===== src/rtl/enoc_adaptive_route_pipe_if.sv =====
// Route-compute handshake bundle: upstream destination in, one-hot port request out.
interface enoc_adaptive_route_pipe_if #(
  parameter int XW = 2,
  parameter int YW = 2
);
  logic [XW-1:0] i_x_dest;
  logic [YW-1:0] i_y_dest;
  logic          i_val;
  logic          o_rdy;
  logic [0:3]    i_cong;
  logic [0:4]    o_output_req;
  logic          o_val;
  logic          i_rdy;
  logic          o_err;

  modport slave (
    input  i_x_dest, i_y_dest, i_val, i_cong, i_rdy,
    output o_rdy, o_output_req, o_val, o_err
  );

  modport master (
    output i_x_dest, i_y_dest, i_val, i_cong, i_rdy,
    input  o_rdy, o_output_req, o_val, o_err
  );
endinterface


===== src/rtl/enoc_adaptive_route_pipe.sv =====
// Single-stage route computation for a mesh/torus router: picks one output port
// ([c,n,e,s,w]) per destination, dimension-ordered or minimal congestion-adaptive,
// and holds the result in a one-entry register until the allocator accepts it.
module enoc_adaptive_route_pipe #(
  parameter int X_NODES  = 4,
  parameter int Y_NODES  = 4,
  parameter int X_LOC    = 0,
  parameter int Y_LOC    = 0,
  parameter int TORUS    = 0,
  parameter int ADAPTIVE = 0
) (
  input logic clk,
  input logic reset,
  enoc_adaptive_route_pipe_if.slave rt
);

  logic       val_q;
  logic [0:4] req_q;
  logic       err_q;
  logic       tie_q;

  logic       capture;
  logic       dest_bad;
  logic       x_move, y_move;
  logic       x_pos, y_pos;
  logic       x_cong, y_cong;
  logic [0:4] x_req, y_req, route_req;
  logic       use_tie;
  int         x_fwd, y_fwd;

  assign rt.o_rdy        = !val_q || rt.i_rdy;
  assign rt.o_val        = val_q;
  assign rt.o_output_req = req_q;
  assign rt.o_err        = err_q;
  assign capture         = rt.i_val && rt.o_rdy;

  // Productive directions and final port choice for the destination on the bus.
  always_comb begin
    dest_bad  = (int'(rt.i_x_dest) >= X_NODES) || (int'(rt.i_y_dest) >= Y_NODES);
    x_move    = (int'(rt.i_x_dest) != X_LOC);
    y_move    = (int'(rt.i_y_dest) != Y_LOC);
    // Forward (east/north) hop count around the ring; only meaningful for a torus.
    x_fwd     = int'(rt.i_x_dest) - X_LOC;
    if (x_fwd < 0) x_fwd = x_fwd + X_NODES;
    y_fwd     = int'(rt.i_y_dest) - Y_LOC;
    if (y_fwd < 0) y_fwd = y_fwd + Y_NODES;
    if (TORUS != 0) begin
      // Half-way ties go east/north.
      x_pos = (x_fwd <= X_NODES / 2);
      y_pos = (y_fwd <= Y_NODES / 2);
    end else begin
      x_pos = (int'(rt.i_x_dest) > X_LOC);
      y_pos = (int'(rt.i_y_dest) > Y_LOC);
    end
    x_req     = '0;
    y_req     = '0;
    if (x_move) x_req = x_pos ? 5'b00100 : 5'b00001;
    if (y_move) y_req = y_pos ? 5'b01000 : 5'b00010;
    x_cong    = x_pos ? rt.i_cong[1] : rt.i_cong[3];
    y_cong    = y_pos ? rt.i_cong[0] : rt.i_cong[2];
    use_tie   = 1'b0;
    route_req = '0;
    if (dest_bad) begin
      route_req = '0;
    end else if (!x_move && !y_move) begin
      route_req = 5'b10000;
    end else if (!x_move) begin
      route_req = y_req;
    end else if (!y_move || (ADAPTIVE == 0)) begin
      route_req = x_req;
    end else if (x_cong != y_cong) begin
      route_req = x_cong ? y_req : x_req;
    end else begin
      use_tie   = 1'b1;
      route_req = tie_q ? y_req : x_req;
    end
  end

  // Output register: capture, drain, or hold under backpressure; tie bit flips when consulted.
  always_ff @(posedge clk or posedge reset) begin
    if (reset) begin
      val_q <= 1'b0;
      req_q <= '0;
      err_q <= 1'b0;
      tie_q <= 1'b0;
    end else if (capture) begin
      val_q <= 1'b1;
      req_q <= route_req;
      err_q <= dest_bad;
      if (use_tie) tie_q <= !tie_q;
    end else if (rt.i_rdy) begin
      val_q <= 1'b0;
      req_q <= '0;
      err_q <= 1'b0;
    end
  end

endmodule


===== src/flat_wrapper.sv =====
// flat-port wrapper written by rule: the top's interface ports become plain ports
module enoc_adaptive_route_pipe_flat 
#(
  parameter int X_NODES  = 4,
  parameter int Y_NODES  = 4,
  parameter int X_LOC    = 0,
  parameter int Y_LOC    = 0,
  parameter int TORUS    = 0,
  parameter int ADAPTIVE = 0
)
  (clk, reset, rt_i_x_dest, rt_i_y_dest, rt_i_val, rt_i_cong, rt_i_rdy, rt_o_rdy, rt_o_output_req, rt_o_val, rt_o_err);
  enoc_adaptive_route_pipe_if #(.XW(2), .YW(2)) rt_i ();
  input logic clk;
  input logic reset;
  input wire logic [$bits(rt_i.i_x_dest)-1:0] rt_i_x_dest;
  input wire logic [$bits(rt_i.i_y_dest)-1:0] rt_i_y_dest;
  input wire logic [$bits(rt_i.i_val)-1:0] rt_i_val;
  input wire logic [$bits(rt_i.i_cong)-1:0] rt_i_cong;
  input wire logic [$bits(rt_i.i_rdy)-1:0] rt_i_rdy;
  output wire logic [$bits(rt_i.o_rdy)-1:0] rt_o_rdy;
  output wire logic [$bits(rt_i.o_output_req)-1:0] rt_o_output_req;
  output wire logic [$bits(rt_i.o_val)-1:0] rt_o_val;
  output wire logic [$bits(rt_i.o_err)-1:0] rt_o_err;
  assign rt_i.i_x_dest = rt_i_x_dest;
  assign rt_i.i_y_dest = rt_i_y_dest;
  assign rt_i.i_val = rt_i_val;
  assign rt_i.i_cong = rt_i_cong;
  assign rt_i.i_rdy = rt_i_rdy;
  assign rt_o_rdy = rt_i.o_rdy;
  assign rt_o_output_req = rt_i.o_output_req;
  assign rt_o_val = rt_i.o_val;
  assign rt_o_err = rt_i.o_err;
  enoc_adaptive_route_pipe #(.X_NODES(X_NODES), .Y_NODES(Y_NODES), .X_LOC(X_LOC), .Y_LOC(Y_LOC), .TORUS(TORUS), .ADAPTIVE(ADAPTIVE)) u_core (.clk(clk), .reset(reset), .rt(rt_i));
endmodule

===== config.mk =====
export PLATFORM = sky130hd
export DESIGN_NAME = enoc_adaptive_route_pipe_flat
export DESIGN_NICKNAME = d
export VERILOG_FILES = /design/src/rtl/enoc_adaptive_route_pipe_if.sv /design/src/rtl/enoc_adaptive_route_pipe.sv /design/src/flat_wrapper.sv
export SDC_FILE = /design/constraint.sdc
export NUM_CORES = 1
export LEC_CHECK = 0
export BUFFER_PORTS_ARGS = -buffer_cell sky130_fd_sc_hd__buf_2
export CORE_AREA = 2 2 39 41
export CTS_BUF_LIST = sky130_fd_sc_hd__clkbuf_4 sky130_fd_sc_hd__clkbuf_8 sky130_fd_sc_hd__clkbuf_16
export DETAILED_ROUTE_END_ITERATION = 16
export DIE_AREA = 0 0 41 43
export GPL_ROUTABILITY_DRIVEN = 0
export PLACE_DENSITY_LB_ADDON = 0.05
export SLEW_MARGIN = 15
export SYNTH_ARGS = -nofsm -noshare
export SYNTH_HDL_FRONTEND = slang
export SYNTH_SLANG_ARGS = --single-unit

===== constraint.sdc =====
create_clock -name clk -period 1.1 [get_ports clk]
set_input_delay 0.22 -clock clk [delete_from_list [all_inputs] [get_ports clk]]
set_output_delay 0.22 -clock clk [all_outputs]
set_load 0.03 [all_outputs]

==> flow_summary.toml, run 1 <==
[logic_synthesis]
yosys.area.top_type = "dfrtp_1"
ys.flop_type = "dfrtp_1"
ys_seq_area_frac = 0.479
synth_commonest_cells = "dfrtp_1 (4), buf_4 (3), o2bb2ai_1 (3), nand2_1 (2), nor2_1 (2)"
synthMostInstantiatedCell = "dfrtp_1"
yosysWarnings = 0
syn-cell-area_sq_um = 209
ys_async_sr_fraction = 1.00
synth_cells = 21
synth_area_leaders = "dfrtp_1 (48%), o2bb2ai_1 (13%), buf_4 (11%), nand2b_4 (6.6%), a21oi_2 (4.2%)"
synth.distinct_cells = 12
synth_edf_count = 0
yosysTopAreaCellShare = 0.479
syn_area_per_cell_sq_um = 9.95
ys_seq_elements = 4

[cts]
htree_levels = 1
numCtsBuffers = 3
tritoncts = "built"
cts.sinks = 4
cts_buffer_depth = 2
insertion_delay_ps = 230
root_buffer = "clkbuf_4"
clk_pin_slew_worst_paths_ps = 40

[worst_setup_path]
crit_path_max_fanout = 3
r2r_start = "u_core.rt.o_val"
r2r_end = "u_core.rt.o_output_req[1]"
arrival_ps = 850
r2r_setup_slack_ps = 160
critPathKind = "register to output port"
startpoint_type = "register"
worst_r2r_path_depth = 4
required_ps = 880
endpoint_kind = "output port"

[cells_and_area]
finalNonFillerCells = 54
area_delta_synth_final_pct = 56.9
final_nets = 52
diodes = 0
final_core_util = 0.237
layout-drive-gt1-share = 0.526

[floorplanning]
rows = 14
fp.dieH_microns = 43
ioPinCount = 20
coreArea_sq_um = 1380
start_util = 0.151
die_w_microns = 41
dieArea_sq_um = 1760

[route]
drt_iter0_markers = 1
top_layer_used = "met3"
antenna_left = 0
firstDrtPassIters = 3
drcViolationCount = 0
via_per_inst = 3.57
met1_length_microns = 221
wl_met2_microns = 207
routedWlPerCell_microns = 8.94
wl_met3_microns = 54
dr_total_vias = 193
routed_wl_microns = 483

[worst_hold_path]
hold_end = "u_core.rt.o_val"
hold_path_depth = 2
hp-start = "rt_i_val"
hold_path_class = "primary input to register"

[global_routing]
grt_pass1_wl_microns = 828
antenna_found_initial = 0
grt_pass1_vias = 195
overflow = 0
grt_max_degree = 5
grt_usage = 0.0793

[sta]
fmax_ghz = 0.935
finalMaxSlewViolations = 0
hold_viol_final = 0
fin_crit_sh = 0.972
finClkSkew_ps = 0.684
rsz0062_at_grt = "true"
fin_crit_ps = 1070
layout_setup_ws_ps = 30.4
setup_viol = 0

[placed_design]
hpwlAfterDp_microns = 392
place_ws_ps = 186
place_inst = 48
io_buffers = 12

[job]
max_cap_violations = 0

[pwr]
powerDensity_nw_per_um2 = 1390
p_leak_uw = 0.000176
ir_worst_vdd_uv = 434

[outcome]
status = "completed"
layout make-up:
| type | instances | area (sq um) |
|---|---|---|
| repair buffers | 15 | 91.3 |
| fillers | 164 | 1060 |
| flip-flops and latches | 4 | 100 |
| clock buffers | 3 | 22.5 |
| well taps | 16 | 20.0 |
| multi-input cells | 14 | 86.3 |
| inverters | 2 | 7.51 |
metal layers:
metal,vias up,GRT usage
li1,98,-
met1,84,0.109
met2,11,0.0844
met3,0,0.0314
met4,0,0.0800
met5,-,0
how the worst max path moves through the flow:
stage               cells after the start  slack, ps                        end            start
floorplan                               3         90  u_core.rt.o_output_req[2]  u_core.rt.o_val
global placement                        2        180                   rt_o_rdy  u_core.rt.o_val
detailed placement                      2        190                   rt_o_rdy  u_core.rt.o_val
CTS                                     2         20                   rt_o_rdy  u_core.rt.o_val
global route                            1        -10                   rt_o_val  u_core.rt.o_val
finish                                  2         30                   rt_o_rdy  u_core.rt.o_val
timing repair:
action                     4_1_cts  5_1_grt
hold buffers                     1        0
setup endpoints to repair        2        2
gates resized for setup          2        0
hold endpoints to repair         4        0
buffers inserted                 2        0
cell families after synthesis:
| family | share of synthesized area |
|---|---|
| DFF | 0.479 |
| AOI/OAI and AO/OA | 0.168 |
| and+or+nand+nor | 0.192 |
| buffers and inverters | 0.144 |
| other | 0.0179 |
critical path: stages, from the launching register on:
cell	delay, ps
dfrtp_1	410
nand2b_4	90
buf_6	120
where the power goes:
group / internal, uW / switching, uW
Combinational: 40.1 / 66.2
Sequential: 158 / 6.93
Clock: 122 / 61.4
sequential cells by signal, indices dropped and copies added, names as in the netlist:
signal                  cells
u_core.rt.o_output_req      3
u_core.rt.o_val             1
cells in the final DEF (no fill, tap or decap):
cell	synthesis	layout
a21oi_2	1	1
buf_2	0	11
buf_4	3	2
buf_6	0	1
clkbuf_4	0	3
conb_1	1	3
dfrtp_1	4	4
dlygate4sd3_1	0	1
inv_1	1	1
inv_2	1	1
nand2_1	2	2
nand2b_1	1	1
nand2b_4	1	1
nand3_1	1	1
nor2_1	2	2
o2bb2ai_1	3	3
metrics by stage:
| step | hold WS [ps] | instance area (sq um) | total power (uW) | TNS (ps) |
|---|---|---|---|---|
| final | 233 | 328 | 454 | 0 |
| after global routing | 254 | 328 | 490 | -25.3 |
| after CTS | 227 | 328 | 468 | 0 |
| after detailed placement | 123 | 274 | 261 | 0 |
| after global placement | 119 | 274 | 261 | 0 |
| after floorplan | -13.9 | 216 | 236 | 0 |
(Power assumes the default switching activity.)
==> run 2: changes to the inputs <==
--- a/config.mk
+++ b/config.mk
@@ -6,9 +6,10 @@
 export NUM_CORES = 1
 export LEC_CHECK = 0
+export ABC_AREA = 1
 export BUFFER_PORTS_ARGS = -buffer_cell sky130_fd_sc_hd__buf_2
-export CORE_AREA = 2 2 39 41
+export CORE_AREA = 5 5 42 44
 export CTS_BUF_LIST = sky130_fd_sc_hd__clkbuf_4 sky130_fd_sc_hd__clkbuf_8 sky130_fd_sc_hd__clkbuf_16
 export DETAILED_ROUTE_END_ITERATION = 16
-export DIE_AREA = 0 0 41 43
+export DIE_AREA = 0 0 47 49
 export GPL_ROUTABILITY_DRIVEN = 0
 export PLACE_DENSITY_LB_ADDON = 0.05
==> constraint.sdc (replaced) <==
create_clock -name clk -period 1.1 [get_ports clk]
set_input_delay 0.11 -clock clk [delete_from_list [all_inputs] [get_ports clk]]
set_output_delay 0.11 -clock clk [all_outputs]
set_load 0.03 [all_outputs]
==> flow_summary.toml, run 2 <==
[cts]
insertion_delay_ps = 230
clk_pin_slew_worst_paths_ps = 40
root_buffer = "clkbuf_4"
numCtsBuffers = 3
tritoncts = "built"
cts.sinks = 4
cts_buffer_depth = 2
htree_levels = 1

[worst_setup_path]
worst-path-stages = 2
cpLargestDelayFamily = "flip-flops"
path_buf_inv = 1
r2r_setup_slack_ps = 270
r2r_start = "u_core.rt.o_val"
endpoint_kind = "output port"
crit_path_top_delay_cell = "dfrtp_1"
r2r_end = "u_core.rt.o_output_req[0]"
cp_cell_sequence = "nand2_1, buf_4"
worst_r2r_path_depth = 4
cp_slowest_stage_delay_ps = 410
critPathKind = "register to output port"
required_ps = 990
crit_path_max_fanout = 4
startpoint_type = "register"
arrival_ps = 910

[floorplanning]
dieArea_sq_um = 2300
coreArea_sq_um = 1400
ioPinCount = 20
fp.dieH_microns = 49
start_util = 0.167
rows = 14
die_w_microns = 47

[pwr]
ir_worst_vdd_uv = 571
total_power_uw = 444
powerDensity_nw_per_um2 = 1330
p_leak_uw = 0.000216

[global_routing]
grt_pass1_wl_microns = 903
antenna_found_initial = 0
use_met1 = 0.0553
grt_max_degree = 5
overflow = 0
grt_usage = 0.0621
grt_pass1_vias = 232
met3_usage = 0.0664
grt.met2_usage = 0.0814
grt_busiest_layer = "met2"

[route]
routed_wl_microns = 554
routedWlPerCell_microns = 8.52
drcViolationCount = 0
via_per_inst = 3.60
firstDrtPassIters = 4
antenna_left = 0
drt_iter0_markers = 5
dr_total_vias = 234

[logic_synthesis]
synthMostInstantiatedCell = "nand2_1"
synth_edf_count = 0
synth_commonest_cells = "nand2_1 (13), inv_1 (7), dfrtp_1 (4), buf_4 (3), nor2_1 (3)"
syn-cell-area_sq_um = 234
yosysWarnings = 0
ys.flop_type = "dfrtp_1"
yosys.area.top_type = "dfrtp_1"
ys_seq_area_frac = 0.428
ys_seq_elements = 4
ys_async_sr_fraction = 1.00
syn_area_per_cell_sq_um = 6.88
synth_cells = 34
synth.distinct_cells = 8
synth_area_leaders = "dfrtp_1 (43%), nand2_1 (21%), inv_1 (11%), buf_4 (9.6%), a21oi_2 (7.5%)"
yosysTopAreaCellShare = 0.428

[cells_and_area]
finalNonFillerCells = 65
diodes = 0
largest_reg_flops = 3
layout-drive-gt1-share = 0.367
area_delta_synth_final_pct = 42.8
final_nets = 63
final_common_cell = "nand2_1"
final_cell_mix = "nand2_1 (13), buf_2 (11), inv_1 (7), dfrtp_1 (4)"

[sta]
finalSetupTns_ps = 0
hold_viol_final = 0
fmax_ghz = 0.982
fin_crit_sh = 0.926
finClkSkew_ps = 0.762
finalMaxSlewViolations = 0
setup_viol = 0
rsz0062_at_grt = "false"
fin_crit_ps = 1020

[outcome]
status = "completed"

[worst_hold_path]
hold_path_depth = 3
hp-start = "rt_i_val"
hold_path_class = "primary input to register"
hold_end = "u_core.rt.o_val"

[placed_design]
place_inst = 61
hpwlAfterDp_microns = 483
io_buffers = 12

[job]
max_cap_violations = 0
[run 2: layout make-up]
class                   instances  area [sq um]
well taps                      16          20.0
fillers                       173          1070
inverters                       8          30.0
flip-flops and latches          4           100
repair buffers                 13          72.6
multi-input cells              21          88.8
clock buffers                   3          22.5
[run 2: where the power goes]
part	switching [uW]	internal, uW	total [uW]
clock	57.2	122	179
combinational	69.3	31.4	101
sequential	6.69	158	164
[run 2: worst max-delay path by stage]
stage / slack (ps) / endpoint / startpoint
2_1_floorplan: 80 / u_core.rt.o_val / u_core.rt.o_val
3_3_place_gp: 280 / u_core.rt.o_output_req[0] / u_core.rt.o_val
3_5_place_dp: 270 / u_core.rt.o_output_req[0] / u_core.rt.o_val
4_1_cts: 30 / rt_o_rdy / u_core.rt.o_val
5_1_grt: 30 / rt_o_rdy / u_core.rt.o_val
6_report: 80 / rt_o_rdy / u_core.rt.o_val
[run 2: worst reg2reg max path: stages (launching register included)]
cell	delay, ps
dfrtp_1	400
inv_2	50
a21oi_2	180
nand2_1	70
nand2_1	70
[run 2: routing by layer]
layer / vias up / part of all wire
met5: - / 0
met4: 0 / 0
met3: 0 / 0.13
met2: 11 / 0.49
met1: 104 / 0.37
li1: 119 / -
[run 2: what timing repair did]
item / CTS / global route
endpoints found under the hold margin: 4 / 0
hold buffers: 1 / 0
endpoints found under the setup margin: 0 / 1
resized for setup: 0 / 2
setup buffers: 0 / 0
[run 2: through the flow]
stage | setup slack (ps) | utilization | instance area [sq um] | hold WS [ps]
6_report | 81.7 | 0.238 | 334 | 130
5_1_grt | 25.6 | 0.238 | 334 | 143
4_1_cts | 32.5 | 0.237 | 332 | 123
3_5_place_dp | 268 | 0.213 | 299 | -1.36
3_3_place_gp | 280 | 0.213 | 299 | -2.38
2_1_floorplan | 80.2 | - | 241 | -124
[run 2: cell families after synthesis]
| logic type | share of synthesized area |
|---|---|
| AOI/OAI and AO/OA | 0.0749 |
| buffers and inverters | 0.225 |
| DFF | 0.428 |
| other | 0.0160 |
| and+or+nand+nor | 0.257 |
==> run 3: changes to the inputs <==
Settings changed: CORE_AREA 5 5 42 44 to 3 3 40 42, DIE_AREA 0 0 47 49 to 0 0 43 45, TNS_END_PERCENT from default to 20.
==> flow_summary.toml, run 3 (synthesized netlist as in run 2, its figures left out) <==
[cts]
insertion_delay_ps = 230
cts_buffer_depth = 2
cts.sinks = 4
numCtsBuffers = 3
tritoncts = "built"
clk_pin_slew_worst_paths_ps = 40
root_buffer = "clkbuf_4"
post_cts_resize_count = 0
htree_levels = 1

[floorplanning]
dieArea_sq_um = 1940
start_util = 0.182
ioPinCount = 20
coreArea_sq_um = 1280
rows = 13
fp.dieH_microns = 45
die_w_microns = 43

[cells_and_area]
largest_reg_flops = 3
area_delta_synth_final_pct = 41.2
diodes = 0
final_core_util = 0.257
final_common_cell = "nand2_1"
final_nets = 63
final_cell_mix = "nand2_1 (13), buf_2 (12), inv_1 (7), dfrtp_1 (4)"
layout-drive-gt1-share = 0.367

[route]
firstDrtPassIters = 2
drt_iter0_markers = 3
dr_total_vias = 235
antenna_left = 0
routedWlPerCell_microns = 8.00
drcViolationCount = 0
routed_wl_microns = 512
via_per_inst = 3.67

[outcome]
status = "completed"

[pwr]
p_leak_uw = 0.000215
ir_worst_vdd_uv = 525
powerDensity_nw_per_um2 = 1340

[placed_design]
hpwlAfterDp_microns = 444
io_buffers = 12

[sta]
finClkSkew_ps = 3.86
rsz0062_at_grt = "false"
fin_crit_ps = 1050
fmax_ghz = 0.955
finalSetupTns_ps = 0
fin_crit_sh = 0.952
hold_viol_final = 0
finalMaxSlewViolations = 0
whs_ps = 121
setup_viol = 0

[job]
max_cap_violations = 0

[global_routing]
grt_max_degree = 5
grt_pass1_vias = 219
grt_pass1_wl_microns = 848
overflow = 0
antenna_found_initial = 0
grt_usage = 0.0686

[worst_setup_path]
startpoint_type = "register"
arrival_ps = 940
worst_r2r_path_depth = 4
crit_path_max_fanout = 4
required_ps = 990
endpoint_kind = "output port"
critPathKind = "register to output port"

[worst_hold_path]
hold_path_depth = 3
hold_path_class = "primary input to register"
## run 3: cell counts in the layout (fill, tap and decap cells not counted)
Identical to the previous run, type by type.
## run 3: path summary, 6_finish.rpt
check                                               start                         to  slack (ps)
worst max-delay path                      u_core.rt.o_val                   rt_o_rdy          50
worst min-delay path                             rt_i_val            u_core.rt.o_val         120
worst max register to register            u_core.rt.o_val  u_core.rt.o_output_req[0]         270
worst min register to register  u_core.rt.o_output_req[2]  u_core.rt.o_output_req[2]         470
max in group asynchronous                           reset  u_core.rt.o_output_req[1]         650
min in group asynchronous                           reset            u_core.rt.o_val         300
## run 3: per-layer routing
metal / routed length (microns) / global-route usage / share of wire / vias to the layer above
met2: 254 / 0.0958 / 0.50 / 12
met4: 0 / 0.0361 / 0 / 0
met5: 0 / 0 / 0 / -
met3: 82 / 0.0717 / 0.16 / 0
met1: 175 / 0.0634 / 0.34 / 102
li1: - / - / - / 121
## run 3: area by class of cell
cell class	instances	area, sq um
Sequential cell	4	100
Inverter	8	30.0
Clock buffer	3	22.5
Timing Repair Buffer	13	70.1
Tap cell	15	18.8
Multi-Input combinational cell	21	88.8
Fill cell	148	955
## run 3: critical path, stage by stage, from the launching register on
cell and delay (ps):
dfrtp_1 410, nand2_1 100, buf_2 190
## run 3: report_power, final
part,switching (uW),internal [uW]
registers,6.39,158
clock network,57.7,122
logic,69.1,30.0
total,133,309
## run 3: per-stage QoR
| step | worst slack (ps) | total power (uW) | instance area (sq um) | std cells |
|---|---|---|---|---|
| after global placement | 274 | 262 | 298 | 60 |
| after CTS | 38.6 | 457 | 330 | 64 |
| final | 52.8 | 443 | 330 | 64 |
| after global routing | 11.8 | 478 | 330 | 64 |
| after floorplan | 80.2 | 239 | 241 | 36 |
| after detailed placement | 246 | 264 | 298 | 60 |
## run 3: timing repair
item                                   in CTS  in global routing
hold buffers                                1                  0
endpoints found under the hold margin       4                  0
buffers inserted                            0                  0
